$ cat src/rtl/seg7_pkg.sv
// seg7_pkg: active-low 7-segment glyph constants shared by the display drivers
package seg7_pkg;
  localparam logic [6:0] SEG_0 = 7'h40;
  localparam logic [6:0] SEG_1 = 7'h79;
  localparam logic [6:0] SEG_2 = 7'h24;
  localparam logic [6:0] SEG_3 = 7'h30;
  localparam logic [6:0] SEG_4 = 7'h19;
  localparam logic [6:0] SEG_5 = 7'h12;
  localparam logic [6:0] SEG_6 = 7'h02;
  localparam logic [6:0] SEG_7 = 7'h78;
  localparam logic [6:0] SEG_8 = 7'h00;
  localparam logic [6:0] SEG_9 = 7'h10;
  localparam logic [6:0] SEG_A = 7'h08;
  localparam logic [6:0] SEG_B = 7'h03;
  localparam logic [6:0] SEG_C = 7'h46;
  localparam logic [6:0] SEG_D = 7'h21;
  localparam logic [6:0] SEG_E = 7'h06;
  localparam logic [6:0] SEG_F = 7'h0E;
  localparam logic [6:0] SEG_BLANK = 7'h7F;
  localparam int DP_BIT = 7;
  localparam logic [15:0][6:0] SEG_TAB = {SEG_F, SEG_E, SEG_D, SEG_C, SEG_B, SEG_A, SEG_9, SEG_8,
                                          SEG_7, SEG_6, SEG_5, SEG_4, SEG_3, SEG_2, SEG_1, SEG_0};
endpackage

$ cat src/rtl/seg7_decode.sv
// seg7_decode: nibble to active-low segments; 10-15 show letters only in hex mode
module seg7_decode
  import seg7_pkg::*;
(
  input  logic [3:0] nibble,
  input  logic       hex_mode,
  output logic [6:0] seg
);
  assign seg = (nibble > 4'd9 && !hex_mode) ? SEG_BLANK : SEG_TAB[nibble];
endmodule

$ cat src/rtl/display7seg_mux.sv
// display7seg_mux: scans one digit per refresh tick with double-buffered, frame-aligned updates
module display7seg_mux
  import seg7_pkg::*;
#(
  parameter int NUM_DIGITS = 4,
  parameter int CLK_DIV    = 100000,
  parameter bit HEX_MODE   = 1'b0,
  parameter bit LZ_BLANK   = 1'b0
) (
  input  logic                    clk,
  input  logic                    rst,
  input  logic [4*NUM_DIGITS-1:0] data_in,
  input  logic [NUM_DIGITS-1:0]   dp_in,
  input  logic                    load,
  output logic                    update_pending,
  output logic                    frame_done,
  output logic [NUM_DIGITS-1:0]   anode,
  output logic [7:0]              display7bit
);
  localparam int CW = $clog2(CLK_DIV);
  localparam int IW = NUM_DIGITS > 1 ? $clog2(NUM_DIGITS) : 1;
  localparam int DW = 4 * NUM_DIGITS;
  logic [CW-1:0] cnt;
  logic [IW-1:0] idx, nidx;
  logic [DW-1:0] pend_data, act_data, nxt_data;
  logic [NUM_DIGITS-1:0] pend_dp, act_dp, nxt_dp, blank;
  logic tick, bnd, commit;
  logic [3:0] nib;
  logic [6:0] seg;
  assign tick     = cnt == CW'(CLK_DIV - 1);
  assign bnd      = tick && idx == IW'(NUM_DIGITS - 1);
  assign commit   = bnd && update_pending;
  assign nidx     = idx == IW'(NUM_DIGITS - 1) ? '0 : idx + 1'b1;
  // outputs are built from the buffer as it will be after this edge
  assign nxt_data = commit ? pend_data : act_data;
  assign nxt_dp   = commit ? pend_dp : act_dp;
  assign nib      = nxt_data[4*nidx +: 4];
  always_comb begin
    logic z;
    z = 1'b1;
    blank = '0;
    for (int k = NUM_DIGITS - 1; k >= 0; k--) begin
      z = z && nxt_data[4*k +: 4] == 4'd0;
      blank[k] = LZ_BLANK && k > 0 && z;
    end
  end
  seg7_decode u_dec (.nibble(nib), .hex_mode(HEX_MODE), .seg(seg));
  always_ff @(posedge clk or posedge rst) begin
    if (rst) begin
      cnt            <= '0;
      idx            <= '0;
      pend_data      <= '0;
      act_data       <= '0;
      pend_dp        <= '0;
      act_dp         <= '0;
      update_pending <= 1'b0;
      frame_done     <= 1'b0;
      anode          <= '1;
      display7bit    <= 8'hFF;
    end else begin
      cnt            <= tick ? '0 : cnt + 1'b1;
      frame_done     <= bnd;
      update_pending <= load | (update_pending & ~bnd);
      if (load) begin
        pend_data <= data_in;
        pend_dp   <= dp_in;
      end
      if (tick) begin
        idx         <= nidx;
        act_data    <= nxt_data;
        act_dp      <= nxt_dp;
        anode       <= ~(NUM_DIGITS'(1) << nidx);
        display7bit <= {~nxt_dp[nidx], blank[nidx] ? SEG_BLANK : seg};
      end
    end
  end
endmodule

$ cat config.mk
export PLATFORM = sky130hd
export DESIGN_NAME = display7seg_mux
export DESIGN_NICKNAME = d
export VERILOG_FILES = /design/src/rtl/seg7_pkg.sv /design/src/rtl/seg7_decode.sv /design/src/rtl/display7seg_mux.sv
export SDC_FILE = /design/constraint.sdc
export NUM_CORES = 1
export LEC_CHECK = 0
export CAP_MARGIN = 20
export CORE_ASPECT_RATIO = 1.75
export CORE_UTILIZATION = 40
export CTS_BUF_LIST = sky130_fd_sc_hd__clkbuf_4 sky130_fd_sc_hd__clkbuf_8 sky130_fd_sc_hd__clkbuf_16
export DETAILED_ROUTE_END_ITERATION = 7
export GPL_TIMING_DRIVEN = 1
export PLACE_DENSITY = 0.71
export SYNTH_ARGS = -nofsm -noshare
export SYNTH_HDL_FRONTEND = slang
export SYNTH_SLANG_ARGS = --single-unit
$ cat constraint.sdc
create_clock -name clk -period 3.2 [get_ports clk]
set_input_delay 0.32 -clock clk [delete_from_list [all_inputs] [get_ports clk]]
set_output_delay 0.32 -clock clk [all_outputs]
set_load 0.02 [all_outputs]
* Word level (Yosys, flattened, before mapping)
Memories as Yosys holds them, arrays and structs flattened.
Index checks and enable logic that the tools add are counted.
** Operators by class
- $add $sub $neg :: 2
- Order comparisons :: 3
- Equal/unequal tests :: 2
- Shift-type cells :: 2
- Muxes and demuxes :: 11
- Bitwise operators :: 5
- Reduce and logical (&&, ||, !) cells :: 2
** Operator list (count)
- 7-bit two-way mux :: 3
- 17-bit by 1-bit adder with 17-bit output, second input constant :: 1
- 17-bit == test, second input constant :: 1
- 17-bit two-way mux :: 1
- 16-bit two-way mux :: 1
- 16-bit by 5-bit variable part select with 4-bit output :: 1
- 4-bit by 5-bit < comparator with 1-bit output, second input constant :: 1
- 1-bit binary-select mux with 2-bit select :: 2
- 4-bit > comparator, second input constant :: 1
- 4-bit two-way mux :: 1
- 4-bit inverter :: 1
- 1-bit by 2-bit left shift with 4-bit output, first input constant :: 1
- 2-bit by 3-bit < comparator with 1-bit output, second input constant :: 1
- 2-bit by 1-bit adder with 2-bit output, second input constant :: 1
- 2-bit == test, second input constant :: 1
- 1-bit logical AND :: 2
- 1-bit two-way mux :: 2
- 2-bit two-way mux :: 1
- 1-bit inverter :: 2
- 1-bit bitwise AND :: 1
- 1-bit OR :: 1
** Storage, ports and cells
- Bits in registers :: 73
- Bits in read-only memories :: 112
- Memories kept :: 1
** Memories
- (no name shown) :: words 16, bits a word 7, read ports 1, clocked after Yosys merged registers in 0, write ports 0, line seg7_decode.sv:9 : assign seg = (nibble > 4'd9 && !hex_mode) ? SEG_BLANK : SEG_TAB[nibble];

* Depth between registers and ports, before layout
Gate-level depths: netlist of the first run.
- Depth after elaboration :: 9
- Gate-level depth with buffers :: 14
- Gate-level depth less buffers :: 13

* Hierarchy
A second synthesis of the first run with hierarchy kept.
** Second synthesis, totals
- Cell total of the unflattened synthesis :: 280
- Area, all modules :: 3458.3 sq um
** Modules (own cells, without submodules)
- display7seg_mux :: instances 1, cells an instance 239, area an instance 3115.5 sq um, seq. area each 1841.8 sq um
- seg7_decode :: instances 1, cells an instance 41, area an instance 342.8 sq um, seq. area each 0.0 sq um

* Least setup slack after synthesis of the first run
Ideal clock, no wire load.
- Kind :: flip-flop to flip-flop
- Start :: register cnt[0]
- End :: register display7bit[3]
- Library setup time :: 83 ps
- Arrival time :: 2867 ps
- Slack :: 251 ps
- Stages on the path, launching flop included :: 13
- Buffers on the path :: 1
- Period minus slack after synthesis :: 2949 ps
- Cell sequence :: dfrtp_1 > ha_1 > and4_1 > and4_1 > buf_6 > a21boi_0 > a211oi_1 > o32ai_2 > inv_1 > ha_1 > or3_1 > a211oi_1 > nor2_1
** On the way
- Cells in the longest elaborated chain, start to end :: 9
- Elaborated cells between the ends (all ways) :: 10
** RTL lines
- start: declaration :: line display7seg_mux.sv:23 : logic [CW-1:0] cnt;
- start signal: assignment :: line display7seg_mux.sv:61 : cnt <= tick ? '0 : cnt + 1'b1;
- 17-bit == test * :: line display7seg_mux.sv:30 : assign tick = cnt == CW'(CLK_DIV - 1);
- 1-bit logical AND :: line display7seg_mux.sv:31 : assign bnd = tick && idx == IW'(NUM_DIGITS - 1);
- 1-bit logical AND :: line display7seg_mux.sv:32 : assign commit = bnd && update_pending;
- 16-bit two-way mux :: line display7seg_mux.sv:35 : assign nxt_data = commit ? pend_data : act_data;
- 16-bit by 5-bit variable part select with 4-bit output :: line display7seg_mux.sv:37 : assign nib = nxt_data[4*nidx +: 4];
- memory read 16 x 7 bit
- 7-bit two-way mux (implied by the code) :: line seg7_decode.sv:9
- 7-bit two-way mux :: line seg7_decode.sv:9
- 7-bit two-way mux :: line display7seg_mux.sv:73 : display7bit <= {~nxt_dp[nidx], blank[nidx] ? SEG_BLANK : seg};
- end signal: assignment :: line display7seg_mux.sv:73
- end: declaration :: line display7seg_mux.sv:18 : output logic [7:0] display7bit
Mark *: on every way between the ends. The rest lies on a longest branch, timed or not. The select of a mux whose other input is x is not followed.
A chain may end at the register's enable or synchronous reset.

* Worst setup path in the final report of the first run
- Start :: register cnt[0]
- End :: register display7bit[0]
Same word-level chain as after synthesis.

==> results of run 1 <==
cells in the mapped netlist (5+ instances only):
| cell | n | area [sq um] |
|---|---|---|
| mux2_2 | 34 | 383 |
| xnor2_1 | 8 | 70.1 |
| a211oi_1 | 7 | 52.6 |
| clkbuf_1 | 8 | 30.0 |
| nand4_1 | 6 | 37.5 |
| inv_1 | 8 | 30.0 |
| nor2_1 | 23 | 86.3 |
| ha_1 | 11 | 138 |
| nand3_1 | 5 | 25.0 |
| o21ai_0 | 16 | 80.1 |
| a21o_1 | 5 | 37.5 |
| dfstp_2 | 12 | 315 |
| nand2_1 | 22 | 82.6 |
| dfrtp_1 | 61 | 1530 |
| xor2_1 | 7 | 61.3 |
per-layer routing:
metal / share of wire / global-route usage
met3: 0.043 / 0.0461
met2: 0.52 / 0.258
met5: 0 / 0
met4: 0.019 / 0.0773
met1: 0.41 / 0.189
logic make-up (layout without fill, tap and decap cells):
logic type	after synthesis	in the layout
adders and majority gates	11	11
buffers and inverters	22	68
muxes	34	34
xor gates and xnor gates	15	15
DFF	73	73
AOI/OAI and AO/OA	53	53
and+or+nand+nor	82	82
area by class of cell:
| class | instances | area [sq um] |
|---|---|---|
| fillers | 736 | 4060 |
| flip-flops and latches | 73 | 1840 |
| multi-input cells | 195 | 1510 |
| repair buffers | 44 | 433 |
| clock buffers | 16 | 290 |
| well taps | 115 | 144 |
| inverters | 8 | 30.0 |
stage by stage:
stage               utilization  cell area [sq um]  power [mW]  std cells
floorplan                     -               3440        1.02        290
global placement          0.476               3950        1.06        435
finish                    0.511               4250        2.00        451
global route              0.511               4250        2.07        451
CTS                       0.511               4240        2.03        451
detailed placement        0.476               3950        1.06        435
path summary, 6_finish.rpt:
| path | start | slack [ns] | endpoint |
|---|---|---|---|
| worst min-delay path | rst | 0.37 | cnt[8]$_DFF_PP0_ |
| max in group asynchronous | rst | 2.45 | anode[0]$_DFFE_PP1N_ |
| min in group clk | anode[3]$_DFFE_PP1N_ | 0.48 | anode[3]$_DFFE_PP1N_ |
| worst max register to register | cnt[0]$_DFF_PP0_ | 0.31 | display7bit[0]$_DFFE_PP1N_ |
| worst min register to register | anode[3]$_DFFE_PP1N_ | 0.48 | anode[3]$_DFFE_PP1N_ |
| worst max-delay path | cnt[0]$_DFF_PP0_ | 0.31 | display7bit[0]$_DFFE_PP1N_ |
report_power, final:
| part | total [mW] | internal, mW | switching [mW] |
|---|---|---|---|
| logic | 0.0791 | 0.0485 | 0.0306 |
| clock network | 0.951 | 0.610 | 0.341 |
| registers | 0.967 | 0.950 | 0.0170 |
| total | 2.00 | 1.61 | 0.388 |
layout by cell type (no fill, tap or decap), drive strengths merged, types with 5 or more instances in the layout:
| cell | netlist | final |
|---|---|---|
| ha | 11 | 11 |
| a211oi | 7 | 7 |
| o21ai | 21 | 21 |
| nor2 | 25 | 25 |
| clkdlybuf4s50 | 0 | 36 |
| nand2 | 22 | 22 |
| nand4 | 9 | 9 |
| dfstp | 12 | 12 |
| a21o | 5 | 5 |
| buf | 5 | 8 |
| xor2 | 7 | 7 |
| nand3 | 5 | 5 |
| inv | 8 | 8 |
| clkbuf | 9 | 16 |
| xnor2 | 8 | 8 |
| mux2 | 34 | 34 |
| dfrtp | 61 | 61 |
sequential cells by signal (all words and copies together), names as in the netlist:
name and cells:
idx 2, frame_done 1, pend_dp 4, display7bit 8, act_dp 4, anode 4, pend_data 16, cnt 17
act_data 16, update_pending 1
critical path: stages (launching register included):
cell and delay, ns:
dfrtp_1 0.39, ha_1 0.23, and4_2 0.31, nand4_4 0.19, nor2_2 0.26, a211oi_1 0.12, o32ai_2 0.28, inv_1 0.13
ha_2 0.23, or3_1 0.40, a211oi_1 0.21, a211oi_1 0.07
repair_timing:
item	CTS	global route
buffers inserted	0	0
endpoints found under the setup margin	0	2
resized for setup	0	5
==> metrics.txt, run 1 <==
DP HPWL 4.66 mm; syn_nets 324; clk slew on worst S/H paths 0.05 ns; adder-cell share of the synthesized area 0.0400; FP Rows 44; Worst-Skew Late Latency 0.33 ns; Setup-failing EPs final 0; Area growth syn-to-layout 23.5%; setup TNS 0 ns; Min-Delay Path Class in2async; clock sink total 73; vias per cell 5.16; Synth Cell Area 3440 sq um; Post-synth EDFFs 0; CTS buffer count 9; # hold bufs at CTS 0; Pins Over Slew Limit 0; Final WS setup 0.315 ns; total gr overflow 0; XOR/XNOR Fraction of Synth Area 0.0382; maximum vdd ir drop 0.350 mV; largest family of logic cells by synthesized area simple AND/OR/NAND/NOR gates; max-capacitance violation count 0; synth unique cells 47; slew of the pin with the lowest slew margin 0.884 ns; GR Util All Layers 0.159; Initial Util 0.414; Nets 365; Max Clk Rate 347 MHz; CTS max path bufs 2; Critical Path Start Type flip-flop; initial antenna violation count 0; simple-gate area share of the yosys netlist 0.136; R2R cell count 11; final hold vios 0; Routed Antenna Nets 0; Worst Path Max Fanout 9; H-tree depth 3; CTS tree built; pwr dens 470 nW/um^2; DRT Wirelength 6.36 mm; root buf cell clkbuf_16; largest net degree at the start of global routing 74; Avg Cell Area, Syn 11.9 sq um; DIE WIDTH 72.1 um; Post-Synthesis Cells 290; core area 8310 sq um; RSZ-0062 raised after global routing no; status complete, no violations; hold_ws 0.374 ns; gpl congestion 0.881; drt first pass iters 4; I/O pin count 37; mux contribution to synthesized area 0.111; die footprint 9000 sq um; Tmin final 2.89 ns; vias in the first global route 2404; Crit. End Element flip-flop; worst path required time 3.45 ns; relative slew slack 0.409; pre-CTS setup slack 0.199 ns; clk_skew 0.00571 ns; Die Ht 125 um; input/output buffers 36; Initial DRC Count 102; Inserted Diodes 0; Async SR Flop Fraction 1.00; Tcrit/Tclk final 0.902; Worst Path Arrival 3.14 ns; Ys Warns 0; #FFs+latches synth 73; leak pwr 1.91 nW; Synth Flop Type dfrtp_1; DRC viols 0; layout cell share with drive strength beyond 1 0.256; Synth Area in Compound Gates 0.112; via count 2329; CP Class reg2reg; WL/cell 14.1 um; first-pass GRT wire length 11.0 mm; register area share after synthesis 0.535
Note: power is estimated with default switching activity, not from simulation.
==> run 2, diff against run 1 <==
--- a/config.mk
+++ b/config.mk
@@ -5,7 +5,6 @@
 export SDC_FILE = /design/constraint.sdc
 export NUM_CORES = 1
 export LEC_CHECK = 0
-export CAP_MARGIN = 20
 export CORE_ASPECT_RATIO = 1.75
 export CORE_UTILIZATION = 40
 export CTS_BUF_LIST = sky130_fd_sc_hd__clkbuf_4 sky130_fd_sc_hd__clkbuf_8 sky130_fd_sc_hd__clkbuf_16
==> results of run 2 <==
Final layout, timing and power as in run 1 (identical DEF).
==> run 3, diff against run 2 <==
--- a/config.mk
+++ b/config.mk
@@ -6,11 +6,11 @@
 export NUM_CORES = 1
 export LEC_CHECK = 0
 export CORE_ASPECT_RATIO = 1.75
-export CORE_UTILIZATION = 40
+export CORE_UTILIZATION = 35
 export CTS_BUF_LIST = sky130_fd_sc_hd__clkbuf_4 sky130_fd_sc_hd__clkbuf_8 sky130_fd_sc_hd__clkbuf_16
 export DETAILED_ROUTE_END_ITERATION = 7
 export GPL_TIMING_DRIVEN = 1
-export PLACE_DENSITY = 0.71
+export PLACE_DENSITY = 0.65
 export SYNTH_ARGS = -nofsm -noshare
 export SYNTH_HDL_FRONTEND = slang
 export SYNTH_SLANG_ARGS = --single-unit
==> run 3 against run 2 <==
  * Combinational power shrank 2%
  * Register-to-register slack worse by 0.06 ns
  * Clock power rose by 15%
  * Sequential share of layout area down 0.67 points
  * Clock-buffer cell count fell by 4
  * First-iteration DRC count is 28% higher
  * Global-route usage shrank 1.3 points
  * Clock skew is essentially flat
  * Total power up 7.0%
  * Flip-flop and latch count unchanged
  * Critical path depth is 1 higher
==> metrics.txt, run 3 (synthesized netlist as in run 1, its figures left out) <==
vias in the first global route 2523 (was 2404); Worst Path Max Fanout 9 (unchanged); initial antenna violation count 0 (unchanged); worst path required time 3.45 ns (about the same); Reg2Reg Setup Slack 0.25 ns (was 0.31 ns); maximum vdd ir drop 0.266 mV (was 0.350 mV); CP Class reg2reg (unchanged); pwr dens 495 nW/um^2 (was 470 nW/um^2); Critical Path Start Type flip-flop (unchanged); worst path cell trace ha_1 > and4_1 > buf_4 > nand4_4 > o21ai_1 > a311o_1 > o31a_1 > inv_1 > ha_1 > or3_1 > a211oi_1 > nor2_1 (was ha_1 > and4_2 > nand4_4 > nor2_2 > a211oi_1 > o32ai_2 > inv_1 > ha_2 > or3_1 > a211oi_1 > a211oi_1); setup TNS 0 ns (unchanged); largest net degree at the start of global routing 35 (was 74); hold_ws 0.419 ns (was 0.374 ns); CTS max path bufs 2 (unchanged); final hold vios 0 (unchanged); clk slew on worst S/H paths 0.05 ns (about the same); relative slew slack 0.402 (was 0.409); CP dominant cell by count ha_1 (was a211oi_1); Worst-Skew Late Latency 0.33 ns (about the same); footprint of the multi-input gates 1520 sq um (was 1510 sq um); total gr overflow 0 (unchanged); Min-Delay Path Class in2async (unchanged); FP Rows 47 (was 44); drt first pass iters 4 (unchanged); first-pass GRT wire length 11.6 mm (was 11.0 mm); postcts setup bufs 0 (unchanged); status complete, no violations (unchanged); fin util 0.453 (was 0.511); layout cell share with drive strength beyond 1 0.251 (was 0.256); Tcrit/Tclk final 0.921 (was 0.902); Reg with most FFs cnt (unchanged); Die Ht 133 um (was 125 um); DRC viols 0 (unchanged); input/output buffers 36 (unchanged); Initial DRC Count 131 (was 102); DRT Wirelength 6.67 mm (was 6.36 mm); Resize count post-CTS 0 (unchanged); clk_skew 0.00546 ns (was 0.00571 ns); GR Util All Layers 0.146 (was 0.159); slew of the pin with the lowest slew margin 0.894 ns (was 0.884 ns); gpl congestion 0.858 (was 0.881); Pins Over Slew Limit 0 (unchanged); core area 9530 sq um (was 8310 sq um); Nets 367 (was 365); CP max-delay cell or3_1 (unchanged); commonest cells after routing, fill and taps aside 61 x dfrtp_1, 36 x clkdlybuf4s50_1, 34 x mux2_2 (unchanged); worst reg2reg path startpoint cnt[0]$_DFF_PP0_ (unchanged); WL/cell 14.5 um (was 14.1 um); CTS buffer count 9 (unchanged); Worst Path Arrival 3.20 ns (was 3.14 ns); # hold bufs at CTS 0 (unchanged); Routed Antenna Nets 0 (unchanged); DIE WIDTH 77.0 um (was 72.1 um); Inserted Diodes 0 (unchanged); Area growth syn-to-layout 25.4% (was 23.5%); die footprint 10300 sq um (was 9000 sq um); R2R cell count 12 (was 11); storage element area 1840 sq um (unchanged); Initial Util 0.361 (was 0.414); Setup-failing EPs final 0 (unchanged); Tmin final 2.95 ns (was 2.89 ns); H-tree depth 3 (unchanged); # fillers 918 (was 736); root buf cell clkbuf_16 (unchanged); Max Clk Rate 339 MHz (was 347 MHz); pre-CTS setup slack 0.195 ns (was 0.199 ns); RSZ-0062 raised after global routing no (unchanged); CTS tree built (unchanged); leak pwr 1.93 nW (was 1.91 nW); biggest regs cnt (17), act_data (16), pend_data (16) (unchanged); max FFs per register 17 (unchanged); CP peak stage delay 0.41 ns (was 0.40 ns); Final WS setup 0.252 ns (was 0.315 ns); DP HPWL 4.98 mm (was 4.66 mm); Crit. End Element flip-flop (unchanged); I/O pin count 37 (unchanged); commonest non-fill, non-tap cell in the layout dfrtp_1 (unchanged); via count 2334 (was 2329); Worst R2R End display7bit[3]$_DFFE_PP1N_ (was display7bit[0]$_DFFE_PP1N_); vias per cell 5.07 (was 5.16); max-capacitance violation count 0 (unchanged); clock sink total 73 (unchanged)
-- run 3: cell count changes in the layout (fill, tap and decap cells not counted), moves of 2 or more --
cell / previous run / this run
buf_4: 7 / 10
bufinv_16: 0 / 2
clkbuf_4: 5 / 1
clkinvlp_4: 0 / 2
nor2_2: 3 / 1
-- run 3: metrics by stage --
stage / power (mW) / std cells / cell area [sq um]
after floorplan: 1.02 / 290 / 3440
after global placement: 1.06 / 444 / 3970
after detailed placement: 1.06 / 444 / 3970
after CTS: 2.17 / 460 / 4300
after global routing: 2.22 / 460 / 4320
final: 2.14 / 460 / 4320
-- run 3: final cells by class --
cell class              instances  area share
inverters                       8     0.00695
clock buffers                  12      0.0603
multi-input cells             195       0.353
repair buffers                 46       0.101
well taps                     122      0.0354
clock inverters                 4      0.0174
flip-flops and latches         73       0.427
-- run 3: worst max-delay path, delay by kind of cell (launching register included) --
family | cells | cell delay, ns
buffers and inverters | 2 | 0.24
flip-flops | 1 | 0.38
AO/OA/AOI/OAI | 4 | 0.88
adder cells (fa/ha/maj) | 2 | 0.44
AND/OR/NAND/NOR | 4 | 0.91
-- run 3: metal layers --
metal  routed length (um)  global-route usage  vias up
met5                    0                   0        -
met4                  228              0.0870        0
met3                  179              0.0322       14
met2                 3500               0.251       37
met1                 2760               0.164     1161
li1                     -                   -     1122
-- run 3: power by group --
group          switching [mW]  internal [mW]
Clock                   0.360          0.733
Combinational          0.0304         0.0475
Sequential             0.0166          0.950
Total                   0.407           1.73
-- run 3: how the worst max path moves through the flow --
stage | end | cells after the start | from
after floorplan | display7bit[3]$_DFFE_PP1N_ | 12 | cnt[0]$_DFF_PP0_
after global placement | display7bit[5]$_DFFE_PP1N_ | 8 | cnt[11]$_DFF_PP0_
after detailed placement | display7bit[0]$_DFFE_PP1N_ | 11 | cnt[0]$_DFF_PP0_
after CTS | display7bit[0]$_DFFE_PP1N_ | 11 | cnt[0]$_DFF_PP0_
after global routing | display7bit[3]$_DFFE_PP1N_ | 12 | cnt[0]$_DFF_PP0_
final | display7bit[3]$_DFFE_PP1N_ | 12 | cnt[0]$_DFF_PP0_
